**config.mk**
```make
export PLATFORM = sky130hd
export DESIGN_NAME = alu_muldiv_seq
export DESIGN_NICKNAME = d
export VERILOG_FILES = /design/src/rtl/alu_muldiv_seq.sv
export SDC_FILE = /design/constraint.sdc
export NUM_CORES = 1
export LEC_CHECK = 0
export BUFFER_PORTS_ARGS = -buffer_cell sky130_fd_sc_hd__clkbuf_2
export CAP_MARGIN = 25
export CORE_MARGIN = 8
export CORE_UTILIZATION = 52
export DETAILED_ROUTE_END_ITERATION = 10
export PLACE_DENSITY_LB_ADDON = 0.1
export SYNTH_ARGS = -nofsm -noshare
export SYNTH_HDL_FRONTEND = slang
export SYNTH_SLANG_ARGS = --single-unit
```
**constraint.sdc**
```tcl
create_clock -name clk -period 5.04 [get_ports clk]
set_input_delay 0.252 -clock clk [delete_from_list [all_inputs] [get_ports clk]]
set_output_delay 0.252 -clock clk [all_outputs]
set_load 0.1 [all_outputs]
```
**src/rtl/alu_muldiv_seq.sv**
```systemverilog
// Multi-cycle unsigned multiply / restoring divide that issues one operation per
// cycle to the CPU's shared combinational ALU and shifts its result into acc/q.
module alu_muldiv_seq #(
  parameter int         WIDTH  = 16,
  parameter logic [3:0] F_PASS = 4'h0,
  parameter logic [3:0] F_ADD  = 4'h2,
  parameter logic [3:0] F_SUB  = 4'h5
) (
  input  logic             clk,
  input  logic             reset,
  input  logic             start,
  input  logic             op,
  input  logic [WIDTH-1:0] opa,
  input  logic [WIDTH-1:0] opb,
  output logic             busy,
  output logic             done,
  output logic [WIDTH-1:0] res_hi,
  output logic [WIDTH-1:0] res_lo,
  output logic             div_zero,
  output logic [WIDTH-1:0] alu_a,
  output logic [WIDTH-1:0] alu_b,
  output logic [3:0]       alu_f,
  output logic             alu_qc,
  input  logic [WIDTH-1:0] alu_y,
  input  logic             alu_carry
);

  localparam int CW = $clog2(WIDTH);

  typedef enum logic [1:0] {IDLE, RUN, DONE} state_t;

  state_t          state;
  logic [CW-1:0]   cnt;
  logic            op_r;
  logic [WIDTH-1:0] hi;      // multiply accumulator / divide partial remainder
  logic [WIDTH-1:0] q;       // multiplier shift register / quotient
  logic [WIDTH-1:0] dv;      // multiplicand / divisor
  logic [WIDTH-1:0] hi_nxt;
  logic [WIDTH-1:0] q_nxt;
  logic [WIDTH-1:0] t;
  logic             accept;
  logic             last;

  assign t      = {hi[WIDTH-2:0], q[WIDTH-1]};
  // hi[MSB] set means the shifted remainder already exceeds WIDTH bits, so it beats any divisor
  assign accept = hi[WIDTH-1] | alu_carry;
  assign last   = (cnt == CW'(WIDTH - 1));
  assign alu_qc = 1'b0;

  always_comb begin
    alu_f  = F_PASS;
    alu_a  = '0;
    alu_b  = '0;
    hi_nxt = hi;
    q_nxt  = q;
    if (state == RUN) begin
      if (!op_r) begin
        alu_a = hi;
        if (q[0]) begin
          alu_f = F_ADD;
          alu_b = dv;
        end
        hi_nxt = {alu_carry, alu_y[WIDTH-1:1]};
        q_nxt  = {alu_y[0], q[WIDTH-1:1]};
      end else begin
        alu_f  = F_SUB;
        alu_a  = t;
        alu_b  = dv;
        hi_nxt = accept ? alu_y : t;
        q_nxt  = {q[WIDTH-2:0], accept};
      end
    end
  end

  always_ff @(posedge clk) begin
    if (state == IDLE && start) begin
      op_r <= op;
      hi   <= '0;
      q    <= opa;
      dv   <= opb;
    end else if (state == RUN) begin
      hi <= hi_nxt;
      q  <= q_nxt;
    end
  end

  always_ff @(posedge clk) begin
    if (reset) begin
      state    <= IDLE;
      cnt      <= '0;
      busy     <= 1'b0;
      done     <= 1'b0;
      div_zero <= 1'b0;
      res_hi   <= '0;
      res_lo   <= '0;
    end else begin
      done <= 1'b0;
      case (state)
        IDLE: begin
          if (start) begin
            cnt <= '0;
            if (op && opb == '0) begin
              state    <= DONE;
              done     <= 1'b1;
              div_zero <= 1'b1;
              res_hi   <= opa;
              res_lo   <= '1;
            end else begin
              state <= RUN;
              busy  <= 1'b1;
            end
          end
        end
        RUN: begin
          cnt <= cnt + 1'b1;
          if (last) begin
            state    <= DONE;
            busy     <= 1'b0;
            done     <= 1'b1;
            div_zero <= 1'b0;
            res_hi   <= hi_nxt;
            res_lo   <= q_nxt;
          end
        end
        DONE:    state <= IDLE;
        default: state <= IDLE;
      endcase
    end
  end

endmodule

```
==> flow_summary.json <==
{
  "finalSetupViolations": 0,
  "worstHoldPathCells": 1,
  "totalWireLength_um": 12000,
  "crit_type": "flip-flop to flip-flop",
  "maxCapViolCount": 0,
  "p_leak_nw": 2.28,
  "die_y_um": 109,
  "fin_crit_ns": 2.77,
  "cts.clk_slew.worst_paths_ns": 0.10,
  "synth_cells": 461,
  "r2r_start": "cnt[0]",
  "clock-sinks": 90,
  "p_clk_share_pct": 29.3,
  "rows": 34,
  "ys_types": 45,
  "final_cell_count_no_fill": 668,
  "routabilityCongestion": 0.812,
  "routedWlPerCell_um": 18.0,
  "post_cts_buffers": 0,
  "min_path_type": "input port to flip-flop",
  "die_x_um": 109,
  "min_to": "dv[3]",
  "end_kind": "flip-flop",
  "antenna_cells": 0,
  "cts_hold_buf": 0,
  "drive_above_1_share_pct": 29.3,
  "synth.ff_latch_count": 90,
  "cp.arrival_ns": 2.98,
  "grt_util_all_layers_pct": 19.9,
  "r2r_end": "res_hi[11]",
  "antenna_left": 0,
  "clock-root-buffer": "clkbuf_8",
  "grt_max_degree": 46,
  "finClkSkew_ns": 0.0128,
  "multi_input_area_um2": 2140,
  "place_area_um2": 5060,
  "drv_slew": 0,
  "area_growth_pct": 17.4,
  "start_util_pct": 52.8,
  "grt_pass1_vias": 3753,
  "worst_slew_pin_slew_ns": 1.01,
  "h-tree-depth": 3,
  "p_sw_uw": 599,
  "final_area_um2": 5300,
  "synth_top_cell_area_share_pct": 25.3,
  "antenna_found_initial": 0,
  "dp_hpwl_um": 8500,
  "p_sw_share_pct": 34.4,
  "cts_max_path_buffers": 2,
  "dr.pass1.iters": 4,
  "synth_top_cell_by_area": "dfxtp_1",
  "io_pins": 125,
  "p_int_mw": 1.14,
  "ys_top_cells_by_area": "dfxtp_1 25%, edfxtp_1 22%, a21oi_1 7.4%",
  "critPathMaxFanout": 31,
  "synthArstFlopShare_pct": 0,
  "pwr-share-seq_pct": 49.0,
  "synth_ff_type": "dfxtp_1",
  "reg2reg_slack_ns": 2.27,
  "synth.cell_area_um2": 4510,
  "viasPerCell": 5.70,
  "cts_resized": 0,
  "hp-start": "opb[3]",
  "num_vias": 3806,
  "netlist_top_cells_count": "67 x a21oi_1, 57 x dfxtp_1, 57 x nor2_1, 33 x edfxtp_1, 31 x mux2i_1",
  "synth-edff-count": 33,
  "cts_tree": "done",
  "yosysWarningCount": 0,
  "gr-total-overflow": 0,
  "coreArea_um2": 8550,
  "yosysMostFrequentCell": "a21oi_1",
  "vdd_drop_max_uv": 180,
  "cts_buffers": 9,
  "p_comb_share_pct": 21.8,
  "seq_area_um2": 2130,
  "cp-start-kind": "flip-flop",
  "fin_crit_sh_pct": 55.0,
  "ff2ff_path_depth": 6,
  "syn_area_per_cell_um2": 9.78,
  "hold_viol": 0,
  "place_inst": 651,
  "rsz0062_at_grt": "false",
  "cp.required_ns": 5.25,
  "status": "completed",
  "max_freq_mhz": 360,
  "finalSetupTns_ns": 0,
  "pwr_density_cell_nw_per_um2": 329,
  "port_buffers": 122,
  "drc": 0,
  "slew-limit-headroom_pct": 32.6,
  "yosysSeqAreaShare_pct": 47.3,
  "die_area_um2": 11900,
  "fill_cells": 755,
  "finalNetCount": 609,
  "clock_latency_ns": 0.36,
  "drt-initial-drc-count": 208,
  "grt_pass1_wl_um": 18900
}
==> worst max-delay path, cell delays in order (launching register included) <==
cell and delay [ns]:
dfxtp_1 0.39, ha_1 0.24, nand3_1 0.57, nor2_1 0.65
buf_6 0.24, a21o_4 0.36, a211oi_1 0.13
==> how the worst max path moves through the flow <==
stage	start	end	slack (ns)	cells past startpoint
after floorplan	op_r	alu_f[1]	1.54	5
after global placement	cnt[0]	res_hi[12]	2.00	5
after detailed placement	state[0]	cnt[3]	2.31	7
after CTS	op_r	alu_b[0]	1.94	4
after global routing	state[0]	cnt[3]	2.02	7
final	cnt[0]	res_hi[11]	2.27	6
==> cell type report <==
class / instances / share of cell area, %
Clock inverter: 5 / 0.803
Clock buffer: 11 / 3.07
Inverter: 3 / 0.213
Timing Repair Buffer: 127 / 12.7
Multi-Input combinational cell: 324 / 40.4
Tap cell: 108 / 2.55
Sequential cell: 90 / 40.3
==> kinds of logic after synthesis <==
logic type,Yosys count,synth area share (%)
compound gates,171,26.0
simple gates,118,13.8
flops,90,47.3
buf+inv,48,5.44
mux,32,7.13
fa+ha+maj,1,0.277
other cells,1,0.0831
==> stage by stage <==
step           total power, mW  util (%)  setup slack (ns)  hold WS (ns)
2_1_floorplan             1.16         -              1.54         0.351
3_3_place_gp              1.24      59.1              2.00         0.446
3_5_place_dp              1.24      59.2              2.31         0.447
4_1_cts                   1.75      61.6              1.94        0.0647
5_1_grt                   1.81      61.9              2.02        0.0634
6_report                  1.74      61.9              2.27        0.0742
==> placed cells by master (no fill, tap or decap), types with 2 or more instances in the layout <==
cell / Yosys / layout
dfxtp_1: 57 / 57
a311oi_1: 16 / 16
a211oi_2: 12 / 12
edfxtp_1: 33 / 33
nor4_1: 2 / 2
o21a_1: 18 / 18
o21bai_1: 15 / 15
a211oi_1: 3 / 3
or3b_1: 13 / 13
a21oi_1: 67 / 67
and2_1: 17 / 17
or3b_2: 2 / 2
clkbuf_8: 0 / 10
nand2_1: 8 / 8
o21ai_0: 18 / 18
a21o_1: 17 / 17
buf_4: 4 / 3
clkbuf_2: 0 / 122
inv_6: 0 / 2
inv_1: 2 / 2
nand3_1: 3 / 3
nand2b_1: 3 / 2
mux2i_1: 31 / 31
nor3_1: 3 / 3
conb_1: 1 / 2
nor2_1: 57 / 57
==> sequential cells by signal (all words and copies together), names as in the netlist <==
name      count
state         2
busy          1
res_lo       16
dv           16
hi           16
q            16
cnt           4
done          1
div_zero      1
res_hi       16
op_r          1
==> power by group through the flow <==
stage / registers (mW) / logic, mW / clock network (mW)
after floorplan: 0.852 / 0.305 / 0
after global placement: 0.870 / 0.369 / 0
after detailed placement: 0.872 / 0.373 / 0
after CTS: 0.855 / 0.374 / 0.516
after global routing: 0.860 / 0.407 / 0.540
final: 0.854 / 0.379 / 0.510
==> routing by layer <==
metal	up-vias	GRT usage [%]	routed length, um
met5	-	0	0
met4	0	6.84	156
met3	16	3.72	779
met2	128	32.9	5680
met1	1801	25.6	5420
li1	1861	-	-
Power figures use the tool's default switching activity.
